**src/rtl/lsu_mem_if_if.sv**
```systemverilog
// Data-memory bus between the load/store unit and a word-granular memory.
//   en    : memory enable
//   we    : write enable (write lands on posedge when en=1, we=1)
//   addr  : byte address, word aligned (bits [1:0] are 00)
//   wdata : full-word write data
//   rdata : combinational read data (valid when en=1, we=0)
// master: the load/store unit; slave: the memory.
interface lsu_mem_if_if #(
  parameter int unsigned DATA_ADDR_WIDTH = 32,
  parameter int unsigned DATA_WORD_WIDTH = 32
);
  logic                       en;
  logic                       we;
  logic [DATA_ADDR_WIDTH-1:0] addr;
  logic [DATA_WORD_WIDTH-1:0] wdata;
  logic [DATA_WORD_WIDTH-1:0] rdata;

  modport master (output en, output we, output addr, output wdata, input rdata);
  modport slave  (input en, input we, input addr, input wdata, output rdata);
endinterface

```
**src/rtl/lsu_mem_if.sv**
```systemverilog
// Load/store unit: turns core byte/half/word accesses into word-granular
// memory transactions. Sub-word stores are done as read-modify-write; loads
// get lane extraction plus sign/zero extension.
// Ports:
//   clk_i, rst_ni    : clock, synchronous active-low reset
//   req_i / ready_o  : core request handshake (ready only in IDLE)
//   we_i, size_i     : store flag, access size (00 b, 01 h, 10 w, 11 illegal)
//   unsigned_i       : zero-extend loads when 1
//   addr_i, wdata_i  : byte address, right-aligned store data
//   valid_o          : one-cycle response pulse
//   rdata_o, err_o   : load data / misalign-illegal flag, 0 outside valid_o
//   mem              : data-memory bus (master side)
module lsu_mem_if #(
  parameter int unsigned DATA_ADDR_WIDTH = 32,
  parameter int unsigned DATA_WORD_WIDTH = 32
) (
  input  logic                       clk_i,
  input  logic                       rst_ni,
  input  logic                       req_i,
  output logic                       ready_o,
  input  logic                       we_i,
  input  logic [1:0]                 size_i,
  input  logic                       unsigned_i,
  input  logic [DATA_ADDR_WIDTH-1:0] addr_i,
  input  logic [DATA_WORD_WIDTH-1:0] wdata_i,
  output logic                       valid_o,
  output logic [DATA_WORD_WIDTH-1:0] rdata_o,
  output logic                       err_o,
  lsu_mem_if_if.master               mem
);

  typedef enum logic [2:0] {
    IDLE,
    LOAD,
    RMW_RD,
    WRITE,
    RESP
  } state_e;

  state_e                     state_q;
  logic                       we_q;
  logic [1:0]                 size_q;
  logic                       uns_q;
  logic                       err_q;
  logic [DATA_ADDR_WIDTH-1:0] addr_q;
  logic [DATA_WORD_WIDTH-1:0] wdata_q;
  logic [DATA_WORD_WIDTH-1:0] rdata_q;
  logic [DATA_WORD_WIDTH-1:0] merge_q;

  logic                       misaligned;
  logic [7:0]                 rd_byte;
  logic [15:0]                rd_half;
  logic [DATA_WORD_WIDTH-1:0] ld_ext;
  logic [DATA_WORD_WIDTH-1:0] merge_d;
  logic [DATA_ADDR_WIDTH-1:0] addr_aligned;

  assign addr_aligned = {addr_q[DATA_ADDR_WIDTH-1:2], 2'b00};

  always_comb begin
    misaligned = 1'b0;
    case (size_i)
      2'b00:   misaligned = 1'b0;
      2'b01:   misaligned = addr_i[0];
      2'b10:   misaligned = (addr_i[1:0] != 2'b00);
      default: misaligned = 1'b1;
    endcase
  end

  // Lane select and extension for loads; lane merge for sub-word stores.
  always_comb begin
    rd_byte = mem.rdata[{addr_q[1:0], 3'b000} +: 8];
    rd_half = mem.rdata[{addr_q[1], 4'b0000} +: 16];
    ld_ext  = mem.rdata;
    merge_d = mem.rdata;
    case (size_q)
      2'b00: begin
        ld_ext = uns_q ? {24'h0, rd_byte} : {{24{rd_byte[7]}}, rd_byte};
        merge_d[{addr_q[1:0], 3'b000} +: 8] = wdata_q[7:0];
      end
      2'b01: begin
        ld_ext = uns_q ? {16'h0, rd_half} : {{16{rd_half[15]}}, rd_half};
        merge_d[{addr_q[1], 4'b0000} +: 16] = wdata_q[15:0];
      end
      default: begin
        ld_ext  = mem.rdata;
        merge_d = mem.rdata;
      end
    endcase
  end

  always_ff @(posedge clk_i) begin
    if (!rst_ni) begin
      state_q <= IDLE;
      we_q    <= 1'b0;
      size_q  <= '0;
      uns_q   <= 1'b0;
      err_q   <= 1'b0;
      addr_q  <= '0;
      wdata_q <= '0;
      rdata_q <= '0;
      merge_q <= '0;
    end else begin
      case (state_q)
        IDLE: begin
          if (req_i) begin
            we_q    <= we_i;
            size_q  <= size_i;
            uns_q   <= unsigned_i;
            addr_q  <= addr_i;
            wdata_q <= wdata_i;
            err_q   <= misaligned;
            rdata_q <= '0;
            merge_q <= '0;
            if (misaligned)          state_q <= RESP;
            else if (!we_i)          state_q <= LOAD;
            else if (size_i == 2'b10) state_q <= WRITE;
            else                     state_q <= RMW_RD;
          end
        end
        LOAD: begin
          rdata_q <= ld_ext;
          state_q <= RESP;
        end
        RMW_RD: begin
          merge_q <= merge_d;
          state_q <= WRITE;
        end
        WRITE:   state_q <= RESP;
        RESP:    state_q <= IDLE;
        default: state_q <= IDLE;
      endcase
    end
  end

  assign ready_o = (state_q == IDLE);
  assign valid_o = (state_q == RESP);
  assign rdata_o = valid_o ? rdata_q : '0;
  assign err_o   = valid_o & err_q;

  // Bus is gated by reset combinationally so a reset cycle can never write.
  always_comb begin
    mem.en    = 1'b0;
    mem.we    = 1'b0;
    mem.addr  = '0;
    mem.wdata = '0;
    if (rst_ni) begin
      case (state_q)
        LOAD, RMW_RD: begin
          mem.en   = 1'b1;
          mem.addr = addr_aligned;
        end
        WRITE: begin
          mem.en    = 1'b1;
          mem.we    = 1'b1;
          mem.addr  = addr_aligned;
          mem.wdata = (size_q == 2'b10) ? wdata_q : merge_q;
        end
        default: begin
          mem.en = 1'b0;
        end
      endcase
    end
  end

  logic unused_we;
  assign unused_we = we_q;

endmodule

```
**src/flat_wrapper.sv**
```systemverilog
// flat-port wrapper written by rule: the top's interface ports become plain ports
module lsu_mem_if_flat 
#(
  parameter int unsigned DATA_ADDR_WIDTH = 32,
  parameter int unsigned DATA_WORD_WIDTH = 32
)
  (clk_i, rst_ni, req_i, ready_o, we_i, size_i, unsigned_i, addr_i, wdata_i, valid_o, rdata_o, err_o, mem_en, mem_we, mem_addr, mem_wdata, mem_rdata);
  lsu_mem_if_if #(.DATA_ADDR_WIDTH(DATA_ADDR_WIDTH), .DATA_WORD_WIDTH(DATA_WORD_WIDTH)) mem_i ();
  input  logic clk_i;
  input  logic rst_ni;
  input  logic req_i;
  output logic ready_o;
  input  logic we_i;
  input  logic [1:0] size_i;
  input  logic unsigned_i;
  input  logic [DATA_ADDR_WIDTH-1:0] addr_i;
  input  logic [DATA_WORD_WIDTH-1:0] wdata_i;
  output logic valid_o;
  output logic [DATA_WORD_WIDTH-1:0] rdata_o;
  output logic err_o;
  output wire logic [$bits(mem_i.en)-1:0] mem_en;
  output wire logic [$bits(mem_i.we)-1:0] mem_we;
  output wire logic [$bits(mem_i.addr)-1:0] mem_addr;
  output wire logic [$bits(mem_i.wdata)-1:0] mem_wdata;
  input wire logic [$bits(mem_i.rdata)-1:0] mem_rdata;
  assign mem_en = mem_i.en;
  assign mem_we = mem_i.we;
  assign mem_addr = mem_i.addr;
  assign mem_wdata = mem_i.wdata;
  assign mem_i.rdata = mem_rdata;
  lsu_mem_if #(.DATA_ADDR_WIDTH(DATA_ADDR_WIDTH), .DATA_WORD_WIDTH(DATA_WORD_WIDTH)) u_core (.clk_i(clk_i), .rst_ni(rst_ni), .req_i(req_i), .ready_o(ready_o), .we_i(we_i), .size_i(size_i), .unsigned_i(unsigned_i), .addr_i(addr_i), .wdata_i(wdata_i), .valid_o(valid_o), .rdata_o(rdata_o), .err_o(err_o), .mem(mem_i));
endmodule
```
**config.mk**
```make
export PLATFORM = sky130hd
export DESIGN_NAME = lsu_mem_if_flat
export DESIGN_NICKNAME = d
export VERILOG_FILES = /design/src/rtl/lsu_mem_if_if.sv /design/src/rtl/lsu_mem_if.sv /design/src/flat_wrapper.sv
export SDC_FILE = /design/constraint.sdc
export NUM_CORES = 1
export LEC_CHECK = 0
export CAP_MARGIN = 20
export CORE_MARGIN = 8
export CORE_UTILIZATION = 49
export CTS_CLUSTER_SIZE = 24
export DETAILED_ROUTE_END_ITERATION = 10
export PLACE_DENSITY_LB_ADDON = 0.12
export SKIP_CTS_REPAIR_TIMING = 1
export SLEW_MARGIN = 30
export SYNTH_ARGS = -nofsm -noshare
export SYNTH_HDL_FRONTEND = slang
export SYNTH_SLANG_ARGS = --single-unit
```
**constraint.sdc**
```tcl
create_clock -name clk_i -period 2.6 [get_ports clk_i]
set_input_delay 0.52 -clock clk_i [delete_from_list [all_inputs] [get_ports clk_i]]
set_output_delay 0.52 -clock clk_i [all_outputs]
set_load 0.02 [all_outputs]
```
# After elaboration in Yosys (flattened, before gate mapping)
# Cells that the tools add are included.
[word_totals] ff_bits=135 output_inout_bits=101 elab_cells=62
[op_classes] addsub=2 n_eq_ne=9 n_shift=6 muxes=25 n_bitwise=1 n_reduce_logical=11
[op_table] operator="$mux 32" n=9
[op_table] operator="$pmux 32 s2" n=4
[op_table] operator="$bwmux 32" n=2
[op_table] operator="$shift 16x7->32 const A" n=1
[op_table] operator="$shift 8x7->32 const A" n=1
[op_table] operator="$shiftx 16x7->32" n=1
[op_table] operator="$shiftx 32x6->16" n=1
[op_table] operator="$shiftx 32x6->8" n=1
[op_table] operator="$shiftx 8x7->32" n=1
[op_table] operator="$neg 5->7" n=2
[op_table] operator="$mux 3" n=3
[op_table] operator="$pmux 3 s3" n=1
[op_table] operator="$eq 3x2->1 const B" n=2
[op_table] operator="$reduce_and 2->1" n=3
[op_table] operator="$reduce_bool 2->1" n=3
[op_table] operator="$mux 1" n=5
[op_table] operator="$eq 2x1->1 const B" n=2
[op_table] operator="$eq 2x2->1 const B" n=2
[op_table] operator="$logic_not 2->1" n=2
[op_table] operator="$eq 3x1->1 const B" n=1
[op_table] operator="$eq 3x3->1 const B" n=1
[op_table] operator="$logic_not 3->1" n=1
[op_table] operator="$pmux 1 s3" n=1
[op_table] operator="$reduce_or 3->1" n=1
[op_table] operator="other kinds (3)" n=3

# Depth between registers and ports, before layout
[logic_depth] word_depth=6 depth_mapped=9 depth_no_buf=6

# Least setup slack after synthesis
# Ideal clock, no wire load.
[synth_timing] kind="register to register" startpoint="register u_core.addr_q[1]" endpoint="register u_core.merge_q[1]" setup_ns=0.059 arrival_time_ns=2.201 setup_slack_ns=0.341 stages_incl_launch_ff=9 synth_period_minus_slack_ns=2.259 path_cell_list="dfxtp_1 -> buf_6 -> inv_1 -> clkbuf_1 -> ha_1 -> nor3b_1 -> a221oi_1 -> nor3_1 -> a22o_1"
[synth_between] elab_chain_cells=5 elab_cells_between_ends=10 cone_classes="2 x add/sub; 4 x shift; 4 x mux"
[synth_rtl] item="from (decl)" line_no="lsu_mem_if.sv:45" rtl="logic [DATA_ADDR_WIDTH-1:0] addr_q;"
[synth_rtl] item="from (signal assigned)" line_no="lsu_mem_if.sv:109" rtl="addr_q <= addr_i;"
[synth_rtl] item="$neg 5->7, on equally long branches" line_no="lsu_mem_if.sv:82, lsu_mem_if.sv:78"
[synth_rtl] item="$shiftx 16x7->32 (tied with other cells)" line_no="lsu_mem_if.sv:82" rtl="merge_d[{addr_q[1], 4'b0000} +: 16] = wdata_q[15:0];"
[synth_rtl] item="$bwmux 32, on equally long branches" line_no="lsu_mem_if.sv:82, lsu_mem_if.sv:78"
[synth_rtl] item="$pmux 32 s2 (*)" line_no="lsu_mem_if.sv:75" rtl="case (size_q)"
[synth_rtl] item="$pmux 32 s2 (*)" line_no="lsu_mem_if.sv:103" rtl="case (state_q)"
[synth_rtl] item="to (signal assigned)" line_no="lsu_mem_if.sv:125" rtl="merge_q <= merge_d;"
[synth_rtl] item="to (decl)" line_no="lsu_mem_if.sv:48" rtl="logic [DATA_WORD_WIDTH-1:0] merge_q;"
# Every way passes the cells marked *; elsewhere a longest branch is shown, timed or not.
# A chain may end at the register's enable or synchronous reset.

# Worst setup path after layout
[layout_timing] startpoint="register u_core.state_q[2]" endpoint="output port mem_we"
[layout_between] elab_chain_cells=3
[layout_rtl] item="from (decl)" line_no="lsu_mem_if.sv:40" rtl="state_e state_q;"
[layout_rtl] item="from (signal assigned)" line_no="lsu_mem_if.sv:93" rtl="state_q <= IDLE;"
[layout_rtl] item="from (signal assigned)" line_no="lsu_mem_if.sv:114" rtl="if (misaligned) state_q <= RESP;"
[layout_rtl] item="from (signal assigned)" line_no="lsu_mem_if.sv:115" rtl="else if (!we_i) state_q <= LOAD;"
[layout_rtl] item="$eq 3x2->1" line_no="lsu_mem_if.sv:147" rtl="case (state_q)"
[layout_rtl] item="$mux 1" line_no="lsu_mem_if.sv:147"
[layout_rtl] item="$mux 1" line_no="lsu_mem_if.sv:146" rtl="if (rst_ni) begin"
[layout_rtl] item="to (decl)" line_no="flat_wrapper.sv:22" rtl="output wire logic [$bits(mem_i.we)-1:0] mem_we;"
# No other way between the ends.

==> summary.md <==
| Metric | Value |
|---|---|
| Layout cells sized above 1 | `between 8 and 9%` |
| Main synth FF type | `dfxtp_1` |
| Req. time, crit path | `2080 ps` |
| Adder-cell share of the synthesized area | `less than 1%` |
| Commonest non-fill, non-tap cell in the layout | `nand2_1` |
| Pwr per Cell Area | `around 540 mW/mm²` |
| Met3 usage | `9.65%` |
| HP Class | `register to register` |
| Post-route cell area | `0.0105 mm²` |
| Slowest-stage cell, CP | `clkdlybuf4s50_1` |
| Register area share after synthesis | `a little over a third` |
| Post-Layout Cell Count | `1336` |
| M2 GR Usage | `just under 40%` |
| Tmin final | `2490 ps` |
| Cell variety after synth | `52` |
| Internal | `slightly above 4 mW` |
| RR Startpoint | `u_core.addr_q[1]$_SDFFE_PN0P_` |
| GRT Util Overall | `25.8%` |
| Synthesized area per cell | `between 7 and 8 µm²` |
| Nets | `between 1k and 1.5k` |
| Max cap viols | `0` |
| Num CTS Buffers | `17` |
| Total power | `around 5.7 mW` |
| Number of buffers added on ports | `roughly 200` |
| CP max FO | `33` |
| Drc violations | `0` |
| Final Cycle Share | `a little over nine tenths` |
| Fill count | `about 1.3k` |
| Slew @ Worst Pin | `about 1000 ps` |
| CTS sink cnt | `between 100 and 150` |
| Vias in the first global route | `7498` |
| Final setup fails | `0` |
| Slew Viols, Final | `0` |
| Most frequent cells in the layout | `nand2_1 (229), dfxtp_1 (132), clkdlybuf4s50_1 (105)` |
| Critical path cell sequence | `nor2b_1, nand3_1, buf_12, inv_1, clkdlybuf4s50_1` |
| Max frequency | `slightly above 0.4 GHz` |
| Routed WL | `roughly 26 mm` |
| Sequential share of power | `39.5%` |
| Row count | `45` |
| Largest net degree at the start of global routing | `66` |
| IO Pins | `between 200 and 250` |
| Core Util, Final | `a little over two thirds` |
| Clock Pin Slew Worst Setup and Hold Paths | `approximately 60 ps` |
| Async set-reset flop share out of synthesis | `0%` |
| Worst Path Class, Setup | `register to primary output` |
| DP HPWL | `18.5 mm` |
| Antenna violations before repair | `0` |
| Placed insts | `around 1.3k` |
| Post-DRT Antenna Nets | `0` |
| Post-Syn Area | `~0.0075 mm²` |
| Initial core utilization | `about half` |
| Slew margin rel. | `between 30% and 40%` |
| Max incr delay on CP | `600 ps` |
| Yosys top cell by area | `dfxtp_1` |
| Post-Syn Instances | `roughly 980` |
| Post-Synth XOR/XNOR Area | `0%` |
| Switching power total | `about 1.6 mW` |
| FF+latch count, synth | `135` |
| Fin. Hold Viols | `0` |
| Clk_skew | `roughly 8.8 ps` |
| Complex-gate fraction of the synthesized area | `a little over a quarter` |
| Area Overhead vs Synth | `40.2%` |
| H-tree Lvls | `4` |
| Largest family of logic cells by synthesized area | `compound AO/OA/AOI/OAI gates` |
| CTS Root Cell | `clkbuf_16` |
| Post-synth top area share | `approximately 36%` |
| WHS Path Cells | `1` |
| Initial DRC Count | `between 800 and 900` |
| Simple-Gate Fraction of Synth Area | `26.9%` |
| First-pass GRT wire length | `slightly above 40 mm` |
| Placeable Area | `0.0151 mm²` |
| Clock Tree Buf Depth | `2` |
| Worst Reg-to-Reg Cells | `6` |
| Critical Path Source Type | `register` |
| Status | `complete, no violations` |
| Area contributors post-synth | `dfxtp_1 (36%), nand2_1 (11%), a21boi_0 (6.3%), a22o_1 (4.2%), a221oi_1 (3.5%)` |
| Sw Share | `27.9%` |
| Avg Vias per Cell | `between 5 and 6` |
| Clock power share | `41.3%` |
| Number of synthesized flops with an enable pin | `0` |
| CP Capture Type | `primary output` |
| Routability cong. | `0.943` |
| GR Util met1 | `approximately a third` |
| Die width | `140 µm` |
| P_leak | `roughly 5.6 nW` |
| Clk_lat worst skew | `430 ps` |
| Crit path DAT | `roughly 2000 ps` |
| Global route total overflow | `0` |
| Peak supply drop | `approximately 0.44 mV` |
| GR peak layer | `met2` |
| Comb power frac | `between 10% and 20%` |
| Die area | `about 0.020 mm²` |
| N_diodes | `0` |
| CTS tree | `built` |
| Wire per inst | `19.5 µm` |
| Worst R2R End | `u_core.merge_q[15]$_SDFFE_PN0P_` |
| DR pass1 iterations | `6` |
| Die H | `140 µm` |
| Flop-to-flop setup slack | `140 ps` |
| Worst hold start | `u_core.rdata_q[14]$_SDFFE_PN0P_` |
| Proportion of synthesized area in mux cells | `approximately 2.3%` |
| YS warnings | `0` |
| Via count | `slightly below 8k` |
| Min-Delay Endpoint | `u_core.rdata_q[14]$_SDFFE_PN0P_` |
| Placed cell area | `between 0.009 and 0.01 mm²` |
registers in the layout (all words and copies together), names as in the netlist:
signal and cells:
u_core.addr_q 32, u_core.err_q 1, u_core.merge_q 32, u_core.rdata_q 32, u_core.size_q 2, u_core.state_q 3
u_core.uns_q 1, u_core.wdata_q 32
per-stage QoR:
step,hold slack [ps],setup slack [ps],setup TNS (ps)
after floorplan,418,341,0
after global placement,425,108,0
after detailed placement,436,79.9,0
after CTS,450,-127,-4560
after global routing,461,-8.87,-8.87
final,447,113,0
routing by layer:
layer,wire length [µm],vias up
met5,0,-
li1,-,3748
met1,11100,3620
met2,11200,425
met4,974,0
met3,2720,76
cells in the mapped netlist (4+ instances only):
cell type	instances
a211oi_1	6
a21boi_0	63
a21boi_1	7
a21o_1	10
a21oi_1	48
a221o_1	10
a221oi_1	30
a22o_1	36
a22o_2	7
a32o_1	10
and2_1	33
and3_1	33
buf_1	6
buf_2	21
buf_4	4
clkbuf_1	65
dfxtp_1	135
ha_1	5
inv_1	18
mux2_2	8
mux2i_1	7
nand2_1	229
nand2b_1	23
nand3_1	20
nor2_1	21
nor2b_1	11
nor3_1	24
nor3b_1	16
o211ai_1	5
o21ai_0	34
o22ai_1	6
power groups by stage:
stage | sequential (mW) | combinational, mW | clock (mW)
6_report | 2.26 | 1.10 | 2.37
4_1_cts | 2.26 | 1.09 | 2.40
5_1_grt | 2.27 | 1.20 | 2.49
3_5_place_dp | 2.30 | 1.09 | 0
2_1_floorplan | 2.27 | 0.669 | 0
3_3_place_gp | 2.30 | 1.08 | 0
worst max-delay path: cells and delay by family (launching register included):
kind                   cells  cell delay [ps]
buffers and inverters      3              860
DFF                        1              350
and+or+nand+nor            2              330
cell type report:
class                      instances  area (µm²)  share of cell area [%]
multi-input combinational        724        4340                    41.1
sequential                       135        2710                    25.7
timing repair buffer             241        2630                    24.9
clock buffer                      22         474                    4.50
tap                              188         235                    2.23
clock inverter                     8        98.8                   0.937
inverter                          18        67.6                   0.641
how the worst max path moves through the flow:
stage | to | slack [ps] | start
detailed placement | mem_wdata[7] | 80 | rst_ni
global route | mem_we | -9 | u_core.state_q[2]$_SDFFE_PN0P_
CTS | mem_wdata[7] | -130 | u_core.size_q[1]$_SDFFE_PN0P_
floorplan | u_core.merge_q[1]$_SDFFE_PN0P_ | 340 | u_core.addr_q[1]$_SDFFE_PN0P_
global placement | u_core.rdata_q[26]$_SDFFE_PN0P_ | 110 | mem_rdata[31]
finish | mem_we | 110 | u_core.state_q[2]$_SDFFE_PN0P_
cells by family after synthesis:
kind of cell,after synthesis
AO/OA/AOI/OAI,279
other,1
AND/OR/NAND/NOR,422
flip-flops,135
adder cells (fa/ha/maj),5
buffers and inverters,117
multiplexers,16
Power figures use the tool's default switching activity.
